$ cat src/rtl/mem_copy_engine.sv
// Block copy engine driving a single-port RAM with memmove semantics.
// Two cycles per word: READ captures the source word, WRITE stores it.
module mem_copy_engine #(
    parameter int AW = 32,
    parameter int DW = 32,
    parameter int LW = 16
) (
    input  logic          clk,
    input  logic          rst_n,
    input  logic          start,
    input  logic [AW-1:0] src,
    input  logic [AW-1:0] dst,
    input  logic [LW-1:0] len,
    output logic          busy,
    output logic          done,
    output logic          mem_we,
    output logic [AW-1:0] mem_a,
    output logic [DW-1:0] mem_wd,
    input  logic [DW-1:0] mem_rd
);

    typedef enum logic [1:0] {
        IDLE,
        READ,
        WRITE,
        DONE
    } state_t;

    state_t        state;
    state_t        state_nx;
    logic [AW-1:0] src_ptr;
    logic [AW-1:0] dst_ptr;
    logic [LW-1:0] cnt;
    logic [DW-1:0] data_q;
    logic          bwd;

    logic [AW-1:0] len_ext;
    logic [AW:0]   src_end;
    logic          go_bwd;
    logic [AW-1:0] one;

    assign one     = {{(AW-1){1'b0}}, 1'b1};
    assign len_ext = {{(AW-LW){1'b0}}, len};
    // Unwrapped end so a region ending past all-ones still compares correctly
    assign src_end = {1'b0, src} + {1'b0, len_ext};
    assign go_bwd  = (dst > src) && ({1'b0, dst} < src_end);

    always_ff @(posedge clk or negedge rst_n) begin
        if (!rst_n) begin
            state <= IDLE;
        end else begin
            state <= state_nx;
        end
    end

    always_comb begin
        state_nx = state;
        unique case (state)
            IDLE: begin
                if (start) begin
                    state_nx = (len == '0) ? DONE : READ;
                end
            end
            READ:  state_nx = WRITE;
            WRITE: state_nx = (cnt == {{(LW-1){1'b0}}, 1'b1}) ? DONE : READ;
            DONE:  state_nx = IDLE;
            default: state_nx = IDLE;
        endcase
    end

    always_comb begin
        mem_we = 1'b0;
        mem_a  = '0;
        mem_wd = '0;
        unique case (state)
            READ: begin
                mem_a = src_ptr;
            end
            WRITE: begin
                mem_a  = dst_ptr;
                mem_wd = data_q;
                mem_we = 1'b1;
            end
            default: begin
                mem_we = 1'b0;
            end
        endcase
    end

    assign busy = (state == READ) || (state == WRITE);
    assign done = (state == DONE);

    always_ff @(posedge clk or negedge rst_n) begin
        if (!rst_n) begin
            src_ptr <= '0;
            dst_ptr <= '0;
            cnt     <= '0;
            data_q  <= '0;
            bwd     <= 1'b0;
        end else begin
            unique case (state)
                IDLE: begin
                    if (start) begin
                        cnt <= len;
                        bwd <= go_bwd;
                        if (go_bwd) begin
                            src_ptr <= src + len_ext - one;
                            dst_ptr <= dst + len_ext - one;
                        end else begin
                            src_ptr <= src;
                            dst_ptr <= dst;
                        end
                    end
                end
                READ: begin
                    data_q <= mem_rd;
                end
                WRITE: begin
                    cnt <= cnt - {{(LW-1){1'b0}}, 1'b1};
                    if (bwd) begin
                        src_ptr <= src_ptr - one;
                        dst_ptr <= dst_ptr - one;
                    end else begin
                        src_ptr <= src_ptr + one;
                        dst_ptr <= dst_ptr + one;
                    end
                end
                default: begin
                    cnt <= cnt;
                end
            endcase
        end
    end

endmodule

$ cat config.mk
export PLATFORM = sky130hd
export DESIGN_NAME = mem_copy_engine
export DESIGN_NICKNAME = d
export VERILOG_FILES = /design/src/rtl/mem_copy_engine.sv
export SDC_FILE = /design/constraint.sdc
export NUM_CORES = 1
export LEC_CHECK = 0
export ABC_AREA = 1
export BUFFER_PORTS_ARGS = -buffer_cell sky130_fd_sc_hd__buf_2
export CAP_MARGIN = 0
export CORE_ASPECT_RATIO = 2
export CORE_MARGIN = 1.5
export CORE_UTILIZATION = 46
export CTS_BUF_LIST = sky130_fd_sc_hd__clkbuf_8 sky130_fd_sc_hd__clkbuf_16
export DETAILED_ROUTE_END_ITERATION = 16
export GPL_TIMING_DRIVEN = 0
export PLACE_DENSITY = 0.73
export SLEW_MARGIN = 20
export SYNTH_ARGS = -nofsm -noshare
export SYNTH_HDL_FRONTEND = slang
export SYNTH_SLANG_ARGS = --single-unit
$ cat constraint.sdc
create_clock -name clk -period 3.19 [get_ports clk]
set_input_delay 0.1595 -clock clk [delete_from_list [all_inputs] [get_ports clk]]
set_output_delay 0.1595 -clock clk [all_outputs]
set_load 0.005 [all_outputs]
# Word level (Yosys, flattened, before mapping)
# Cells that the tools add are included.
op_classes:
  n_addsub: 10
  mul: 0
  div: 0
  n_lt_le_gt_ge: 2
  eq_ne: 5
  shift: 0
  n_mux: 17
  bitwise: 0
  reduce_logical: 7
op_table:
  columns: ["op", "n"]
  rows:
  - ["two-way mux 32 bit", 7]
  - ["case mux 32 bit (2 select lines)", 3]
  - ["subtractor 32 x 1 -> 32 bit, second input constant", 4]
  - ["adder 32 x 1 -> 32 bit, second input constant", 2]
  - ["adder 32 x 16 -> 32 bit", 2]
  - ["adder 32 x 16 -> 33 bit", 1]
  - ["less-than comparator 32 x 33 -> 1 bit", 1]
  - ["greater-than comparator 32 bit", 1]
  - ["case mux 16 bit (2 select lines)", 1]
  - ["== test 16 x 1 -> 1 bit, second input constant", 1]
  - ["logical NOT 16 bit", 1]
  - ["two-way mux 16 bit", 1]
  - ["subtractor 16 x 1 -> 16 bit, second input constant", 1]
  - ["case mux 2 bit (4 select lines)", 1]
  - ["two-way mux 2 bit", 3]
  - ["== test 2 bit, second input constant", 2]
  - ["AND reduction 2 bit", 2]
  - ["== test 2 x 1 -> 1 bit, second input constant", 1]
  - ["logical NOT 2 bit", 1]
  - ["inequality test 2 bit, second input constant", 1]
  - ["nonzero test 2 bit", 1]
  - ["logical AND 1 bit", 1]
  - ["logical OR 1 bit", 1]
  - ["two-way mux 1 bit", 1]
totals:
  register_bits: 115
  latchBits: 0
  ramBits: 0
  romBits: 0
  in_bits: 115
  out_inout_bits: 67
  elab_cells: 47
  mem_count: 0

# Logic depth before layout (Yosys ltp)
depth:
  word_depth: 6
  mapped_depth: 32
  depth_no_buf: 31

# Least setup slack after synthesis
# Ideal clock, no wire load.
synth_path:
  path_kind: "input -> register"
  from: "input src[2]"
  to: "register dst_ptr[14]"
  setup_time_ns: 0.118
  t_arrival_ns: 3.345
  required_time_ns: 3.072
  slack_ns: -0.273
  path_stages: 30
  path_buffers: 2
  cell_sequence: "inv_1 > ha_1 > a21oi_1 > nand2_1 > a21oi_1 > o21ai_2 > a21oi_1 > o21ai_1 > nand2_1 > nand2_1 > nand2_1 > nor2_2 > xor2_1 > ha_1 > nand2_1 > inv_1 > nand3_1 > inv_1 > a21oi_1 > nand2_1 > nand2_1 > nand2_1 > nand2_2 > nand2_2 > buf_6 > buf_4 > nand2_1 > nand3_1 > nand3_1 > nand2_1"
synth_via:
  elab_chain_cells: 6
  word_cells_on_any_way: 7
  cone_classes: "add/sub (1); order compare (2); mux (3); reduce/logical (1)"
synth_rtl:
  columns: ["item", "line_no", "source"]
  rows:
  - ["start, declared", "11", "input logic [AW-1:0] src,"]
  - ["adder 32 x 16 -> 33 bit", "45", "assign src_end = {1'b0, src} + {1'b0, len_ext};"]
  - ["less-than comparator 32 x 33 -> 1 bit", "46", "assign go_bwd = (dst > src) && ({1'b0, dst} < src_end);"]
  - ["logical AND 1 bit (*)", "46", null]
  - ["two-way mux 32 bit (*)", "106", "if (go_bwd) begin"]
  - ["two-way mux 32 bit (*)", "103", "if (start) begin"]
  - ["case mux 32 bit (2 select lines) (*)", "101", "unique case (state)"]
  - ["end signal, assigned", "108", "dst_ptr <= dst + len_ext - one;"]
  - ["end signal, assigned", "111", "dst_ptr <= dst;"]
  - ["end signal, assigned", "122", "dst_ptr <= dst_ptr - one;"]
  - ["end, declared", "32", "logic [AW-1:0] dst_ptr;"]
# Every way passes the cells marked *; elsewhere a longest branch is shown, timed or not. The select of a mux whose other input is x is not followed.
# A chain may end at the register's enable or synchronous reset.

# Final worst setup path
layout_path:
  from: "input len[10]"
  to: "register dst_ptr[23]"
layout_via:
  elab_chain_cells: 6
  word_cells_on_any_way: 8
  cone_classes: "add/sub (3); order compare (1); mux (3); reduce/logical (1)"
layout_rtl:
  columns: ["item", "line_no", "source"]
  rows:
  - ["start, declared", "13", "input logic [LW-1:0] len,"]
  - ["adder 32 x 16 -> 33 bit", "45", null]
  - ["less-than comparator 32 x 33 -> 1 bit", "46", null]
  - ["logical AND 1 bit", "46", null]
  - ["two-way mux 32 bit (*)", "106", null]
  - ["two-way mux 32 bit (*)", "103", null]
  - ["case mux 32 bit (2 select lines) (*)", "101", null]
# Marked as above.

==> results.toml <==
[run_status]
status = "finished, violations left"
violations = "negative setup slack"

[timing]
rsz0062_at_grt = "yes"
layout_setup_ws_ps = -374.4
fin_setup_tns_ps = -20010
tightestPinTransition_ps = 1178
finalSetupViolations = 65
finClkSkew_ps = 12.39
hold_viol = 0
period_needed_ps = 3564
hold-worst-slack_ps = 29.45
post-route-period-util_pct = 111.7
fmax_ghz = 0.2806
relSlewSlack_pct = 21.44
maxSlewViolCount = 0

[logic_synthesis]
ys.flop_type = "dfrtp_1"
yosys_warnings = 0
ys_ff_latch = 115
synth-edff-count = 0
yosysMostFrequentCell = "nand2_1"
yosysUniqueCellTypes = 49
synth_common_cells = "nand2_1 (828), inv_1 (370), nand3_1 (298), a21oi_1 (283), ha_1 (252)"
synth-async-reset-ratio_pct = 100.0
synth_area_mm2 = 0.01739
synthTopCellsByArea = "ha_1 (18%), nand2_1 (18%), dfrtp_1 (17%)"
synth_nets = 3216
synthCells = 2844
synth.largest_area_cell = "ha_1"
synth.top_cell.area_share_pct = 18.14
ys_seq_area_share_pct = 16.55
syn_area_per_cell_um2 = 6.113

[route]
vias_per_cell = 6.087
ant_nets = 0
totalWireLength_um = 88820
dr.first_iter.drc_count = 1710
avgRoutedWirePerCell_um = 24.71
drc = 0
first_pass_iters = 7
num_vias = 21880

[die]
ios = 182
initial_core_util_pct = 46.63
die_y_um = 277.9
rows = 100
core_mm2 = 0.03729
die_w_um = 140.5
die_area_mm2 = 0.03904

[global_routing]
grt_pass1_vias = 22350
grt_use_total_pct = 45.30
grt_first_pass_wirelength_um = 130800
antenna_found_initial = 0
grt-ovfl-total = 0
grt_max_degree = 73

[cells_and_area]
stdcell_area_mm2 = 0.02206
register_area_mm2 = 0.002882
fin_cells = 3594
areaGrowthSynthToFinish_pct = 26.91
drive_gt1_share_pct = 17.93
multi_input_area_mm2 = 0.01430
fillers = 3650
fin_nets = 3494

[placed_design]
dp_hpwl_um = 70780
port_buffers = 181
place_area_mm2 = 0.01895
place_congestion = 1.108
place_inst = 3485

[setup_path]
crit_fanout = 5
rrSetupSlack_ps = -340
arrival_ps = 3890
worstSetupEndpointType = "register"
cp_common_cell = "nand2_1"
worstSetupPathType = "primary input to register"
reg2reg_from = "bwd"
cp_top_family = "simple AND/OR/NAND/NOR gates"
cpPeakStageDelay_ps = 320
r2r_cells = 12
path_depth = 29
required_ps = 3520
startpoint = "len[10]"
cp-start-kind = "primary input"
path_buf_inv = 4
cpMaxStageDelayCell = "ha_4"

[clock_tree]
clkTransAtPathRegs_ps = 60
clock-sinks = 115
htreeDepth = 4
root_buffer = "clkbuf_16"
cts_tree = "yes"
clk_path_buf_depth = 2
clock_latency_ps = 450
cts-buffers-inserted = 17

[power]
cellLeakagePower_nw = 11.54
p_per_area_mw_per_mm2 = 790.3
ir_drop_v = 0.0004669
finalPower_mw = 17.44

[worst_hold_path]
hold_path_class = "primary input to register"
min_path_cells = 3
hold_path_startpoint = "len[1]"

[run]
maxCapViolCount = 0
-- report_power, final --
part / internal [mW] / switching [mW] / leakage [nW]
registers: 2.19 / 0.728 / 1.40
clock network: 1.27 / 0.761 / 0.303
logic: 3.85 / 8.63 / 9.83
total: 7.31 / 10.1 / 11.5
-- cells by family after synthesis --
| family | share of synthesized area, % |
|---|---|
| AO/OA/AOI/OAI | 15.90 |
| XOR/XNOR | 4.332 |
| adder cells (fa/ha/maj) | 18.71 |
| buffers and inverters | 9.917 |
| flip-flops | 16.55 |
| AND/OR/NAND/NOR | 34.59 |
-- per-stage QoR --
step	utilization [%]	setup slack, ps
2_1_floorplan	-	-100.9
3_3_place_gp	50.72	-1333
3_5_place_dp	50.82	-1350
4_1_cts	56.49	-320.9
5_1_grt	59.17	-524.1
6_report	59.17	-374.4
-- final cells by class --
class / instances / area share (%)
Antenna cell: 1 / 0.01134
Buffer: 75 / 2.127
Clock buffer: 20 / 2.115
Clock inverter: 11 / 0.6125
Inverter: 372 / 6.459
Multi-Input combinational cell: 2283 / 64.81
Sequential cell: 115 / 13.06
Tap cell: 459 / 2.603
Timing Repair Buffer: 258 / 8.200
-- state kept, by name, indices dropped and copies added, names as in the netlist --
name / cells
data_q: 32
src_ptr: 32
state: 2
cnt: 16
dst_ptr: 32
bwd: 1
-- routing by layer --
| layer | share of wire [%] | track usage (%) | up-vias |
|---|---|---|---|
| met2 | 49 | 79.78 | 1293 |
| met3 | 8.2 | 13.32 | 677 |
| met5 | 0 | 0 | - |
| li1 | - | - | 9947 |
| met4 | 15 | 52.91 | 0 |
| met1 | 28 | 36.85 | 9959 |
-- layout by cell type, fill, tap and decap left out, types with 9 or more instances in the layout --
cell type / count
a21o_1: 15
a21oi_1: 265
a21oi_2: 18
buf_12: 10
buf_2: 173
buf_4: 40
buf_6: 9
clkbuf_1: 38
clkbuf_16: 19
clkbuf_2: 9
dfrtp_1: 114
dlygate4sd3_1: 34
ha_1: 237
ha_4: 14
inv_1: 351
inv_2: 14
nand2_1: 764
nand2_2: 30
nand2_4: 38
nand3_1: 188
nand3_2: 78
nand3_4: 33
nand3b_1: 13
nand4_1: 29
nor2_1: 180
nor3_1: 32
nor4_1: 10
o211ai_1: 11
o21a_1: 9
o21ai_0: 138
o21bai_1: 11
or2_2: 16
xnor2_1: 24
xor2_1: 61
-- worst paths after layout --
path                                to
setup / recovery           dst_ptr[23]
hold / removal                  cnt[1]
setup reg to reg           src_ptr[27]
hold reg to reg              data_q[1]
max in group asynchronous  src_ptr[24]
min in group asynchronous   dst_ptr[4]
-- worst min-delay path, stage by stage --
cell and delay (ps):
buf_6 100, o211ai_1 90, o21ai_0 90
-- timing repair --
| action | in CTS | in global routing |
|---|---|---|
| gates resized for setup | 193 | 220 |
| setup endpoints to repair | 130 | 76 |
| hold endpoints to repair | 76 | 0 |
| pin swaps | 49 | 91 |
| cloned | 5 | 2 |
| buffers inserted | 22 | 15 |
| hold buffers | 34 | 0 |
No activity file was read; power rests on OpenSTA's default activity.
